$ cat src/rtl/laplacian_stream_pkg.sv
// Shared types and constants for the streaming 3x3 Laplacian filter.
// Optional build macro LAPLACIAN_ABS_EN is consumed by laplacian_stream.
package laplacian_pkg;

    typedef enum logic [1:0] {
        ST_FILL  = 2'd0,
        ST_RUN   = 2'd1,
        ST_FLUSH = 2'd2
    } state_e;

    localparam int MODE_POL_BIT  = 0;
    localparam int MODE_KERN_BIT = 1;

    // Eight neighbours minus 8x centre needs PIX_W+4 bits signed; one spare bit of headroom.
    function automatic int sum_width(input int pix_w);
        return pix_w + 5;
    endfunction

endpackage

$ cat src/rtl/laplacian_stream_if.sv
// Pixel stream bundle: input handshake, output handshake, mode and frame marker.
interface laplacian_stream_if #(
    parameter int PIX_W = 8
);
    logic [1:0]       mode;
    logic             in_valid;
    logic             in_ready;
    logic [PIX_W-1:0] in_pix;
    logic             out_valid;
    logic             out_ready;
    logic [PIX_W-1:0] out_pix;
    logic             frame_done;

    modport master (
        output mode, in_valid, in_pix, out_ready,
        input  in_ready, out_valid, out_pix, frame_done
    );

    modport slave (
        input  mode, in_valid, in_pix, out_ready,
        output in_ready, out_valid, out_pix, frame_done
    );
endinterface

$ cat src/rtl/laplacian_stream_line_buffer.sv
// One-row delay line: dout presents the word written DEPTH writes ago (read-before-write).
module line_buffer #(
    parameter int DEPTH = 247,
    parameter int WIDTH = 8
) (
    input  logic             clk,
    input  logic             rst_n,
    input  logic             wr_en,
    input  logic [WIDTH-1:0] din,
    output logic [WIDTH-1:0] dout
);
    localparam int            AW   = (DEPTH > 1) ? $clog2(DEPTH) : 1;
    localparam logic [AW-1:0] LAST = AW'(DEPTH - 1);

    logic [WIDTH-1:0] mem_r [DEPTH];
    logic [AW-1:0]    ptr_r;

    // Circular write pointer, advanced once per accepted pixel.
    always_ff @(posedge clk or negedge rst_n) begin
        if (!rst_n) begin
            ptr_r <= {AW{1'b0}};
        end else if (wr_en) begin
            ptr_r <= (ptr_r == LAST) ? {AW{1'b0}} : ptr_r + AW'(1);
        end
    end

    // Storage needs no reset: the FILL phase re-primes every location.
    always_ff @(posedge clk) begin
        if (wr_en) begin
            mem_r[ptr_r] <= din;
        end
    end

    assign dout = mem_r[ptr_r];

endmodule

$ cat src/rtl/laplacian_stream.sv
// Streaming 3x3 Laplacian edge filter with two line buffers and a registered output stage.
// Define LAPLACIAN_ABS_EN to output the clamped magnitude instead of clamping negatives to 0.
module laplacian_stream
    import laplacian_pkg::*;
#(
    parameter int PIX_W = 8,
    parameter int COLS  = 247,
    parameter int ROWS  = 242
) (
    input  logic              clk,
    input  logic              rst_n,
    laplacian_stream_if.slave bus
);
    localparam int SUM_W = sum_width(PIX_W);
    localparam int TOTAL = ROWS * COLS;
    localparam int IW    = $clog2(TOTAL);
    localparam int CW    = $clog2(COLS);
    localparam int RW    = $clog2(ROWS);

    localparam logic [IW-1:0] IDX_FILL_END = IW'(COLS);
    localparam logic [IW-1:0] IDX_LAST     = IW'(TOTAL - 1);
    localparam logic [CW-1:0] COL_LAST     = CW'(COLS - 1);
    localparam logic [RW-1:0] ROW_LAST     = RW'(ROWS - 1);
    localparam logic signed [SUM_W-1:0] PIX_MAX = SUM_W'((1 << PIX_W) - 1);

    state_e                   state_r, state_nxt_s;
    logic                     ready_en_r;
    logic [1:0]               mode_r;
    logic [IW-1:0]            in_idx_r;
    logic [RW-1:0]            out_row_r;
    logic [CW-1:0]            out_col_r;
    logic                     out_valid_r, out_last_r;
    logic [PIX_W-1:0]         out_pix_r;
    // Left and centre window columns; the right column is the live line-buffer/input tap.
    logic [PIX_W-1:0]         win_r [3][2];
    logic [PIX_W-1:0]         lb0_s, lb1_s, filt_s;
    logic                     in_ready_s, accept_s, load_run_s, load_flush_s, load_s;
    logic                     border_s, is_last_s;
    logic signed [SUM_W-1:0]  n4_s, n8_s, ctr_s, raw_s, sum_s, mag_s;

    function automatic logic signed [SUM_W-1:0] ext(input logic [PIX_W-1:0] p);
        return $signed({{(SUM_W - PIX_W){1'b0}}, p});
    endfunction

    line_buffer #(.DEPTH(COLS), .WIDTH(PIX_W)) u_lb0 (
        .clk(clk), .rst_n(rst_n), .wr_en(accept_s), .din(bus.in_pix), .dout(lb0_s)
    );
    line_buffer #(.DEPTH(COLS), .WIDTH(PIX_W)) u_lb1 (
        .clk(clk), .rst_n(rst_n), .wr_en(accept_s), .din(lb0_s), .dout(lb1_s)
    );

    // Input acceptance depends on phase and on room in the output register.
    always_comb begin
        in_ready_s = 1'b0;
        case (state_r)
            ST_FILL:  in_ready_s = ready_en_r;
            ST_RUN:   in_ready_s = ready_en_r & (~out_valid_r | bus.out_ready);
            ST_FLUSH: in_ready_s = 1'b0;
            default:  in_ready_s = 1'b0;
        endcase
    end

    assign accept_s     = bus.in_valid & in_ready_s;
    assign load_run_s   = accept_s & (state_r == ST_RUN);
    assign load_flush_s = (state_r == ST_FLUSH) & (~out_valid_r | bus.out_ready) & ~out_last_r;
    assign load_s       = load_run_s | load_flush_s;
    assign border_s     = (out_row_r == {RW{1'b0}}) | (out_row_r == ROW_LAST) |
                          (out_col_r == {CW{1'b0}}) | (out_col_r == COL_LAST);
    assign is_last_s    = (out_row_r == ROW_LAST) & (out_col_r == COL_LAST);

    // Kernel sum over the window as it stands after shifting in the current pixel.
    always_comb begin
        n4_s  = ext(win_r[0][1]) + ext(win_r[2][1]) + ext(win_r[1][0]) + ext(lb0_s);
        n8_s  = n4_s + ext(win_r[0][0]) + ext(win_r[2][0]) + ext(lb1_s) + ext(bus.in_pix);
        ctr_s = ext(win_r[1][1]);
        if (mode_r[MODE_KERN_BIT]) begin
            raw_s = n8_s - (ctr_s <<< 2'd3);
        end else begin
            raw_s = n4_s - (ctr_s <<< 2'd2);
        end
        if (mode_r[MODE_POL_BIT]) begin
            sum_s = -raw_s;
        end else begin
            sum_s = raw_s;
        end
`ifdef LAPLACIAN_ABS_EN
        if (sum_s[SUM_W-1]) begin
            mag_s = -sum_s;
        end else begin
            mag_s = sum_s;
        end
`else
        mag_s = sum_s;
`endif
        if (mag_s[SUM_W-1]) begin
            filt_s = {PIX_W{1'b0}};
        end else if (mag_s > PIX_MAX) begin
            filt_s = {PIX_W{1'b1}};
        end else begin
            filt_s = mag_s[PIX_W-1:0];
        end
    end

    // Phase sequencing: prime window, stream, then drain the trailing border outputs.
    always_comb begin
        state_nxt_s = state_r;
        case (state_r)
            ST_FILL: begin
                if (accept_s && (in_idx_r == IDX_FILL_END)) state_nxt_s = ST_RUN;
                else                                        state_nxt_s = ST_FILL;
            end
            ST_RUN: begin
                if (accept_s && (in_idx_r == IDX_LAST)) state_nxt_s = ST_FLUSH;
                else                                    state_nxt_s = ST_RUN;
            end
            ST_FLUSH: begin
                if (out_valid_r && out_last_r && bus.out_ready) state_nxt_s = ST_FILL;
                else                                            state_nxt_s = ST_FLUSH;
            end
            default: state_nxt_s = ST_FILL;
        endcase
    end

    // State register, input bookkeeping and window shift.
    always_ff @(posedge clk or negedge rst_n) begin
        if (!rst_n) begin
            state_r    <= ST_FILL;
            ready_en_r <= 1'b0;
            mode_r     <= 2'b00;
            in_idx_r   <= {IW{1'b0}};
            for (int r = 0; r < 3; r++) begin
                for (int c = 0; c < 2; c++) begin
                    win_r[r][c] <= {PIX_W{1'b0}};
                end
            end
        end else begin
            state_r    <= state_nxt_s;
            ready_en_r <= 1'b1;
            if (accept_s && (state_r == ST_FILL) && (in_idx_r == {IW{1'b0}})) begin
                mode_r <= bus.mode;
            end
            if (accept_s) begin
                in_idx_r    <= (in_idx_r == IDX_LAST) ? {IW{1'b0}} : in_idx_r + IW'(1);
                win_r[0][0] <= win_r[0][1];
                win_r[1][0] <= win_r[1][1];
                win_r[2][0] <= win_r[2][1];
                win_r[0][1] <= lb1_s;
                win_r[1][1] <= lb0_s;
                win_r[2][1] <= bus.in_pix;
            end
        end
    end

    // Output register and centre-position counters.
    always_ff @(posedge clk or negedge rst_n) begin
        if (!rst_n) begin
            out_valid_r <= 1'b0;
            out_last_r  <= 1'b0;
            out_pix_r   <= {PIX_W{1'b0}};
            out_row_r   <= {RW{1'b0}};
            out_col_r   <= {CW{1'b0}};
        end else if (load_s) begin
            out_valid_r <= 1'b1;
            out_last_r  <= is_last_s;
            out_pix_r   <= (load_run_s && !border_s) ? filt_s : {PIX_W{1'b0}};
            if (out_col_r == COL_LAST) begin
                out_col_r <= {CW{1'b0}};
                out_row_r <= (out_row_r == ROW_LAST) ? {RW{1'b0}} : out_row_r + RW'(1);
            end else begin
                out_col_r <= out_col_r + CW'(1);
            end
        end else if (bus.out_ready) begin
            out_valid_r <= 1'b0;
            out_last_r  <= 1'b0;
        end
    end

    assign bus.in_ready   = in_ready_s;
    assign bus.out_valid  = out_valid_r;
    assign bus.out_pix    = out_pix_r;
    assign bus.frame_done = out_valid_r & out_last_r & bus.out_ready;

endmodule

$ cat src/flat_wrapper.sv
// flat-port wrapper written by rule: the top's interface ports become plain ports
module laplacian_stream_flat import laplacian_pkg::*;
#(
    parameter int PIX_W = 8,
    parameter int COLS  = 247,
    parameter int ROWS  = 242
)
  (clk, rst_n, bus_mode, bus_in_valid, bus_in_pix, bus_out_ready, bus_in_ready, bus_out_valid, bus_out_pix, bus_frame_done);
  laplacian_stream_if #(.PIX_W(PIX_W)) bus_i ();
  input  logic clk;
  input  logic rst_n;
  input wire logic [$bits(bus_i.mode)-1:0] bus_mode;
  input wire logic [$bits(bus_i.in_valid)-1:0] bus_in_valid;
  input wire logic [$bits(bus_i.in_pix)-1:0] bus_in_pix;
  input wire logic [$bits(bus_i.out_ready)-1:0] bus_out_ready;
  output wire logic [$bits(bus_i.in_ready)-1:0] bus_in_ready;
  output wire logic [$bits(bus_i.out_valid)-1:0] bus_out_valid;
  output wire logic [$bits(bus_i.out_pix)-1:0] bus_out_pix;
  output wire logic [$bits(bus_i.frame_done)-1:0] bus_frame_done;
  assign bus_i.mode = bus_mode;
  assign bus_i.in_valid = bus_in_valid;
  assign bus_i.in_pix = bus_in_pix;
  assign bus_i.out_ready = bus_out_ready;
  assign bus_in_ready = bus_i.in_ready;
  assign bus_out_valid = bus_i.out_valid;
  assign bus_out_pix = bus_i.out_pix;
  assign bus_frame_done = bus_i.frame_done;
  laplacian_stream #(.PIX_W(PIX_W), .COLS(COLS), .ROWS(ROWS)) u_core (.clk(clk), .rst_n(rst_n), .bus(bus_i));
endmodule
$ cat config.mk
export PLATFORM = sky130hd
export DESIGN_NAME = laplacian_stream_flat
export DESIGN_NICKNAME = d
export VERILOG_FILES = /design/src/rtl/laplacian_stream_pkg.sv /design/src/rtl/laplacian_stream_if.sv /design/src/rtl/laplacian_stream_line_buffer.sv /design/src/rtl/laplacian_stream.sv /design/src/flat_wrapper.sv
export SDC_FILE = /design/constraint.sdc
export NUM_CORES = 2
export LEC_CHECK = 0
export ABC_AREA = 1
export CAP_MARGIN = 20
export CORE_AREA = 3 3 645 647
export CTS_BUF_LIST = sky130_fd_sc_hd__clkbuf_4 sky130_fd_sc_hd__clkbuf_8
export CTS_CLUSTER_SIZE = 16
export DETAILED_ROUTE_END_ITERATION = 6
export DIE_AREA = 0 0 648 650
export DONT_BUFFER_PORTS = 1
export GPL_TIMING_DRIVEN = 1
export PLACE_DENSITY = 0.57
export RECOVER_POWER = 50
export SYNTH_ARGS = -nofsm -noshare
export SYNTH_HDL_FRONTEND = slang
export SYNTH_SLANG_ARGS = --single-unit
$ cat constraint.sdc
create_clock -name clk -period 14.4 [get_ports clk]
set_input_delay 2.88 -clock clk [delete_from_list [all_inputs] [get_ports clk]]
set_output_delay 2.88 -clock clk [all_outputs]
set_load 0.02 [all_outputs]
Yosys cells after proc, flatten, opt, wreduce, memory -nomap -nowiden
Memory sizes are Yosys's and may differ from the RTL's.
Cells that the tools add are included.
Storage, ports and cells
  memories kept: 2
  output and inout port bits: 11
  RAM bits: 3952
  register bits: 111
  input bits: 14
  logic and storage cells: 92
Memories
  u_core.u_lb0.mem_r: depth 247, bits a word 8, rd ports 1, clocked after Yosys merged registers in 0, write ports 1, line laplacian_stream_line_buffer.sv:15  | logic [WIDTH-1:0] mem_r [DEPTH];
  u_core.u_lb1.mem_r: depth 247, bits a word 8, rd ports 1, clocked after Yosys merged registers in 0, write ports 1, line laplacian_stream_line_buffer.sv:15
Cells by class
  add/subtract/negate cells: 15
  $lt $le $gt $ge: 1
  bitwise operators: 15
  mux-type cells: 20
  equality and inequality tests: 8
  reductions and logical operators: 14
Operator list (count)
  13-bit by 9-bit adder with 13-bit output: 6
  8-bit two-way mux: 7
  8-bit by 1-bit adder with 8-bit output (second input constant): 4
  8-bit equality test (second input constant): 4
  13-bit two-way mux: 2
  16-bit by 1-bit adder with 16-bit output (second input constant): 1
  16-bit equality test (second input constant): 1
  16-bit by 8-bit equality test with 1-bit output (second input constant): 1
  16-bit logical NOT: 1
  8-bit logical NOT: 2
  16-bit two-way mux: 1
  13-bit by 9-bit > comparator with 1-bit output (second input constant): 1
  13-bit negator: 1
  13-bit by 11-bit subtractor with 13-bit output: 1
  13-bit by 12-bit subtractor with 13-bit output: 1
  8-bit by 8-bit adder with 9-bit output: 1
  1-bit bitwise AND: 8
  1-bit logical AND: 7
  1-bit two-way mux: 6
  2-bit one-hot mux with 3 select lines: 1
  1-bit OR: 5
  2-bit two-way mux: 2
  2-bit by 1-bit equality test with 1-bit output (second input constant): 1
  2-bit equality test (second input constant): 1
  6 further kinds: 7

Logic depth before layout (Yosys ltp)
  word-level depth: 15
  mapped depth: 51
  depth with buffers taken out: 48

Modules after synthesis
From an unflattened synthesis, not the netlist that was laid out.
Unflattened totals
  cell total of the unflattened synthesis: 17795
  area total of the unflattened synthesis: 178561.3 µm²
By module, submodules not included
  line_buffer: seq. area each 59537.1 µm², times used 2, cells each 8414, area each 85560.8 µm²
  laplacian_stream: seq. area each 2377.3 µm², times used 1, cells each 967, area each 7439.6 µm²

Least setup slack after synthesis
No wires, ideal clock.
  path type: register to register
  start: reg u_core.u_lb0.ptr_r[0]
  end: reg u_core.out_pix_r[1] (netlist: u_core.bus.out_pix[1])
  cell stages (with the launch flop): 42
  required time: 14.283 ns
  slack: 3.156 ns
  arrival time: 11.127 ns
  period minus slack after synthesis: 11.244 ns
  library setup time: 0.117 ns
  path buffers: 4
  cell sequence: dfrtp_1 buf_6 buf_6 buf_6 clkbuf_1 o21ai_0 o22ai_1 a21oi_1 a21oi_1 a21oi_1 nand2_1 nor2_1 nand3_1 fa_1 ha_1 inv_1 fa_1 o21ai_0 [... 6 more ...] inv_1 ha_1 a21oi_1 nor2_1 nor2_1 nand3_1 nand3_1 nand2_1 o21ai_0 nand2_1 nand2_1 nand2_1 inv_1 nand2_1 nand2_2 nand2_1 nand2_1 nand2_1
On the way
  word-level cells in the longest chain between the ends: 14
  elaborated cells between the ends (all ways): 15
  classes of those cells: add/sub: 8; order compare: 1; mux: 5; memory: 1
RTL lines
  from (decl): line laplacian_stream_line_buffer.sv:16  | logic [AW-1:0] ptr_r;
  from (signal assigned): line laplacian_stream_line_buffer.sv:21  | ptr_r <= {AW{1'b0}};
  from (signal assigned): line laplacian_stream_line_buffer.sv:23  | ptr_r <= (ptr_r == LAST) ? {AW{1'b0}} : ptr_r + AW'(1);
  memory read 247 x 8 bit (*)
  named net u_core.lb0_s[1]: line laplacian_stream.sv:36  | logic [PIX_W-1:0] lb0_s, lb1_s, filt_s;
  13-bit by 9-bit adder with 13-bit output (*): line laplacian_stream.sv:73  | n4_s = ext(win_r[0][1]) + ext(win_r[2][1]) + ext(win_r[1][0]) + ext(lb0_s);
  13-bit by 9-bit adder with 13-bit output (4 in series): line laplacian_stream.sv:74  | n8_s = n4_s + ext(win_r[0][0]) + ext(win_r[2][0]) + ext(lb1_s) + ext(bus.in_pix);
  13-bit by 12-bit subtractor with 13-bit output: line laplacian_stream.sv:77  | raw_s = n8_s - (ctr_s <<< 2'd3);
  13-bit two-way mux (*): line laplacian_stream.sv:76  | if (mode_r[MODE_KERN_BIT]) begin
  13-bit negator: line laplacian_stream.sv:82  | sum_s = -raw_s;
  13-bit two-way mux (*): line laplacian_stream.sv:81  | if (mode_r[MODE_POL_BIT]) begin
  13-bit by 9-bit > comparator with 1-bit output: line laplacian_stream.sv:97  | end else if (mag_s > PIX_MAX) begin
  8-bit two-way mux: line laplacian_stream.sv:97
  8-bit two-way mux (*): line laplacian_stream.sv:95  | if (mag_s[SUM_W-1]) begin
  8-bit two-way mux (*): line laplacian_stream.sv:165  | out_pix_r <= (load_run_s && !border_s) ? filt_s : {PIX_W{1'b0}};
  to (signal assigned): line laplacian_stream.sv:159  | out_pix_r <= {PIX_W{1'b0}};
  to (signal assigned): line laplacian_stream.sv:165
  to (decl): line laplacian_stream.sv:33  | logic [PIX_W-1:0] out_pix_r;
Mark *: on every way through the listed nets, which the timed path passes. The rest lies on a longest branch.
A chain may end at the register's enable or synchronous reset.

Final worst setup path
  start: reg u_core.u_lb0.ptr_r[0]
  end: reg u_core.out_pix_r[4] (netlist: u_core.bus.out_pix[4])
The elaborated chain is that of the path after synthesis.

==> flow_summary_export.csv <==
group,metric,value,unit
die,row_count,235,
clock_network,clk_pin_slew,60,ps
detailed_routing,postRouteWirelength,469500,microns
worst_setup_path,crit_required,15480,ps
cells_and_area,syn2layout_area_growth,10.31,%
worst_setup_path,crit_slowest_cell,"nand3_1",
placed_design,gp_congestion,0.8462,
sta,setup_viol,0,
clock_network,root_buffer,"clkbuf_8",
worst_setup_path,arrival,12790,ps
pwr,p_per_area,252.3,mW/mm^2
logic_synthesis,synth_top_area_share,72.32,%
worst_setup_path,slowest_delay,1370,ps
logic_synthesis,synth_edf_count,3952,
sta,fin_crit_sh,81.27,%
clock_network,clk_path_buf_depth,4,
worst_setup_path,crit_path_max_fanout,204,
logic_synthesis,synth-async-reset-ratio,2.732,%
sta,skew,64.80,ps
logic_synthesis,ys_top_cells_by_area,"edfxtp_1, nor2_1, o21ai_0",
cells_and_area,multi_input_area,0.03770,sq mm
min_path,hp-class,"reg2reg",
detailed_routing,drt-initial-drc-count,11679,
detailed_routing,dr.pass1.iters,6,
pwr,p_leak,59.11,nW
sta,worstMarginPinSlew,4181,ps
global_route,grt_pass1_vias,100645,
clock_network,cts_tree,"built",
logic_synthesis,synth_mux_area_share,0.01373,%
global_route,grt_max_degree,249,
logic_synthesis,synth_xor_xnor_area_share,0.1121,%
logic_synthesis,syn_nets,13310,
status,status,"finished, violations left",
logic_synthesis,yosysMostFrequentCell,"edfxtp_1",
cells_and_area,nFillCells,37436,
logic_synthesis,synth-seq-cells,4063,
sta,rsz0062_at_grt,"false",
cells_and_area,utilization,44.13,%
sta,relSlewSlack,-180.2,%
placed_design,dp_hpwl,255800,microns
sta,slew_violations,568,
die,design.die.area,0.4212,sq mm
logic_synthesis,synth_top_family_by_area,"compound AO/OA/AOI/OAI gates",
cells_and_area,fin_nets,13265,
clock_network,cts_buffers,639,
logic_synthesis,synth-compound-area-share,11.10,%
worst_setup_path,crit_type,"reg2reg",
detailed_routing,drc,0,
status,violations,"capacitance limit, slew limit",
die,ioPinCount,25,
sta,min_period,11700,ps
detailed_routing,vias,106327,
logic_synthesis,yosys.area.top_type,"edfxtp_1",
die,die_h,650,microns
logic_synthesis,synth_fa_ha_area_share,0.9730,%
global_route,grt_pass1_wl,687800,microns
sta,hold_slack,480.3,ps
logic_synthesis,synth_area_per_cell,12.44,sq um
logic_synthesis,syn-cell-area,0.1641,sq mm
sta,hold_violations,0,
logic_synthesis,synthCells,13193,
clock_network,post_cts_buffers,0,
die,core,0.4102,sq mm
logic_synthesis,synth_common_cells,"edfxtp_1, nor2_1, o21ai_0",
global_route,gr-total-overflow,0,
placed_design,port_buffers,0,
placed_design,placed_cells,17955,
clock_network,clock-sinks,4063,
cells_and_area,layout-drive-gt1-share,8.780,%
flow_run,maxCapViolCount,22,
clock_network,htree_levels,6,
detailed_routing,via_per_inst,5.566,
sta,tns,0,ps
detailed_routing,antenna_left,0,
cells_and_area,seqCellArea,0.1215,sq mm
logic_synthesis,yosys.area_share.simple,10.73,%
logic_synthesis,yosys_warnings,0,
global_route,grt_usage,21.66,%
logic_synthesis,synth_ff_type,"edfxtp_1",
die,start_util,40.00,%
logic_synthesis,synth_seq_area_share,74.02,%
clock_network,cts_resized,0,
detailed_routing,wl_per_cell,24.58,microns
cells_and_area,finalNonFillerCells,19103,
global_route,antenna_found_initial,15,
pwr,irDropWorstVdd,1.034,mV
worst_setup_path,crit_path_end_kind,"flip-flop",
worst_setup_path,critPathLaunchType,"flip-flop",
die,die_w,648,microns
clock_network,insertion_delay,1230,ps
sta,fmax,85.45,MHz
clock_network,cts_hold_buf,0,
logic_synthesis,synth_cell_types,54,
worst_setup_path,path_common_cell,"nand2_1",
## state kept, by name, indices dropped and copies added (netlist names), 8 cells and up
signal / flops
u_core.bus.out_pix: 8
u_core.out_col_r: 8
u_core.u_lb0.ptr_r: 8
u_core.u_lb1.ptr_r: 8
u_core.out_row_r: 8
u_core.win_r: 40
u_core.in_idx_r: 16
u_core.u_lb1.mem_r: 1976
u_core.ctr_s: 8
u_core.u_lb0.mem_r: 1976
## stage by stage
stage               setup slack, ps  power [mW]  area [sq um]
CTS                            4023       45.78        181200
finish                         2697       45.67        181000
global placement               3939       36.32        168800
global route                   1697       48.82        181000
floorplan                      3156       30.04        164100
detailed placement             4055       36.21        168900
## where the power goes
| group | total (mW) | internal (mW) | switching [mW] |
|---|---|---|---|
| Sequential | 16.1 | 15.9 | 0.209 |
| Clock | 9.59 | 5.01 | 4.58 |
| Combinational | 20.0 | 5.45 | 14.6 |
## worst paths after layout
kind	from	to	slack, ps	cells after the start
max	u_core.u_lb0.ptr_r[0]$_DFFE_PN0P_	u_core.bus.out_pix[4]$_DFFE_PN0P_	2700	40
min	u_core.ctr_s[6]$_DFFE_PN0P_	u_core.ctr_s[6]$_DFFE_PN0P_	480	2
max reg2reg	u_core.u_lb0.ptr_r[0]$_DFFE_PN0P_	u_core.bus.out_pix[4]$_DFFE_PN0P_	2700	40
min reg2reg	u_core.ctr_s[6]$_DFFE_PN0P_	u_core.ctr_s[6]$_DFFE_PN0P_	480	2
max in group asynchronous	rst_n	u_core.win_r[6]$_DFFE_PN0P_	12380	0
min in group asynchronous	rst_n	u_core.u_lb1.ptr_r[6]$_DFFE_PN0P_	1450	0
## layout make-up
class,count,area share [%]
antenna,7,0.009677
clock buffer,880,5.886
clock inverter,258,0.9131
inverter,273,0.5945
multi-input combinational,7994,20.83
sequential,4063,67.10
tap,5451,3.768
timing repair buffer,177,0.8993
## layer usage
| metal | GRT usage (%) | vias to the layer above | share of wire (%) |
|---|---|---|---|
| li1 | - | 47858 | - |
| met1 | 31.60 | 53360 | 43 |
| met2 | 32.89 | 4359 | 45 |
| met3 | 4.200 | 746 | 8.6 |
| met4 | 6.208 | 4 | 2.7 |
| met5 | 0 | - | 0.0058 |
## worst max-delay path: cells and delay by family (launching register included)
kind	cells	cell delay, ps
and+or+nand+nor	19	3100
adders and majority gates	6	2470
AOI/OAI and AO/OA	8	2420
buffers and inverters	6	1600
DFF	1	1360
xor gates and xnor gates	1	260
## logic make-up after synthesis
kind of cell             after synthesis
AO/OA/AOI/OAI                       3338
XOR/XNOR                              21
adder cells (fa/ha/maj)              103
buffers and inverters               1136
flip-flops                          4063
multiplexers                           2
other                                  1
AND/OR/NAND/NOR                     4529
## cells in the final DEF (no fill, tap or decap), types with 4 or more instances in the layout
cell type,netlist,final
a22o_1,42,42
nor2_4,0,6
o21ai_1,121,118
clkbuf_4,0,233
xnor2_1,5,5
diode_2,0,7
clkinv_1,17,164
clkinvlp_4,0,15
edfxtp_1,3952,3952
nand2_2,2,8
nand2_1,1489,1483
inv_8,0,21
o21bai_1,4,4
o2bb2ai_1,4,4
a31oi_1,22,22
ha_1,62,62
nor3_1,27,27
nor4_1,9,9
clkinv_2,0,45
inv_1,244,245
clkbuf_1,453,22
o21ai_0,2047,2050
nor2_1,2738,2734
xor2_1,16,16
fa_1,41,41
nand3b_1,6,6
nor2_2,7,5
o22ai_1,904,904
nand4_1,106,106
o211ai_1,11,11
inv_6,0,18
a21oi_1,143,143
buf_4,30,125
a41oi_1,9,9
buf_12,0,27
nand3_1,128,127
bufinv_16,0,11
dfrtp_1,111,108
a22oi_1,15,15
clkbuf_8,0,647
(Power assumes the default switching activity.)
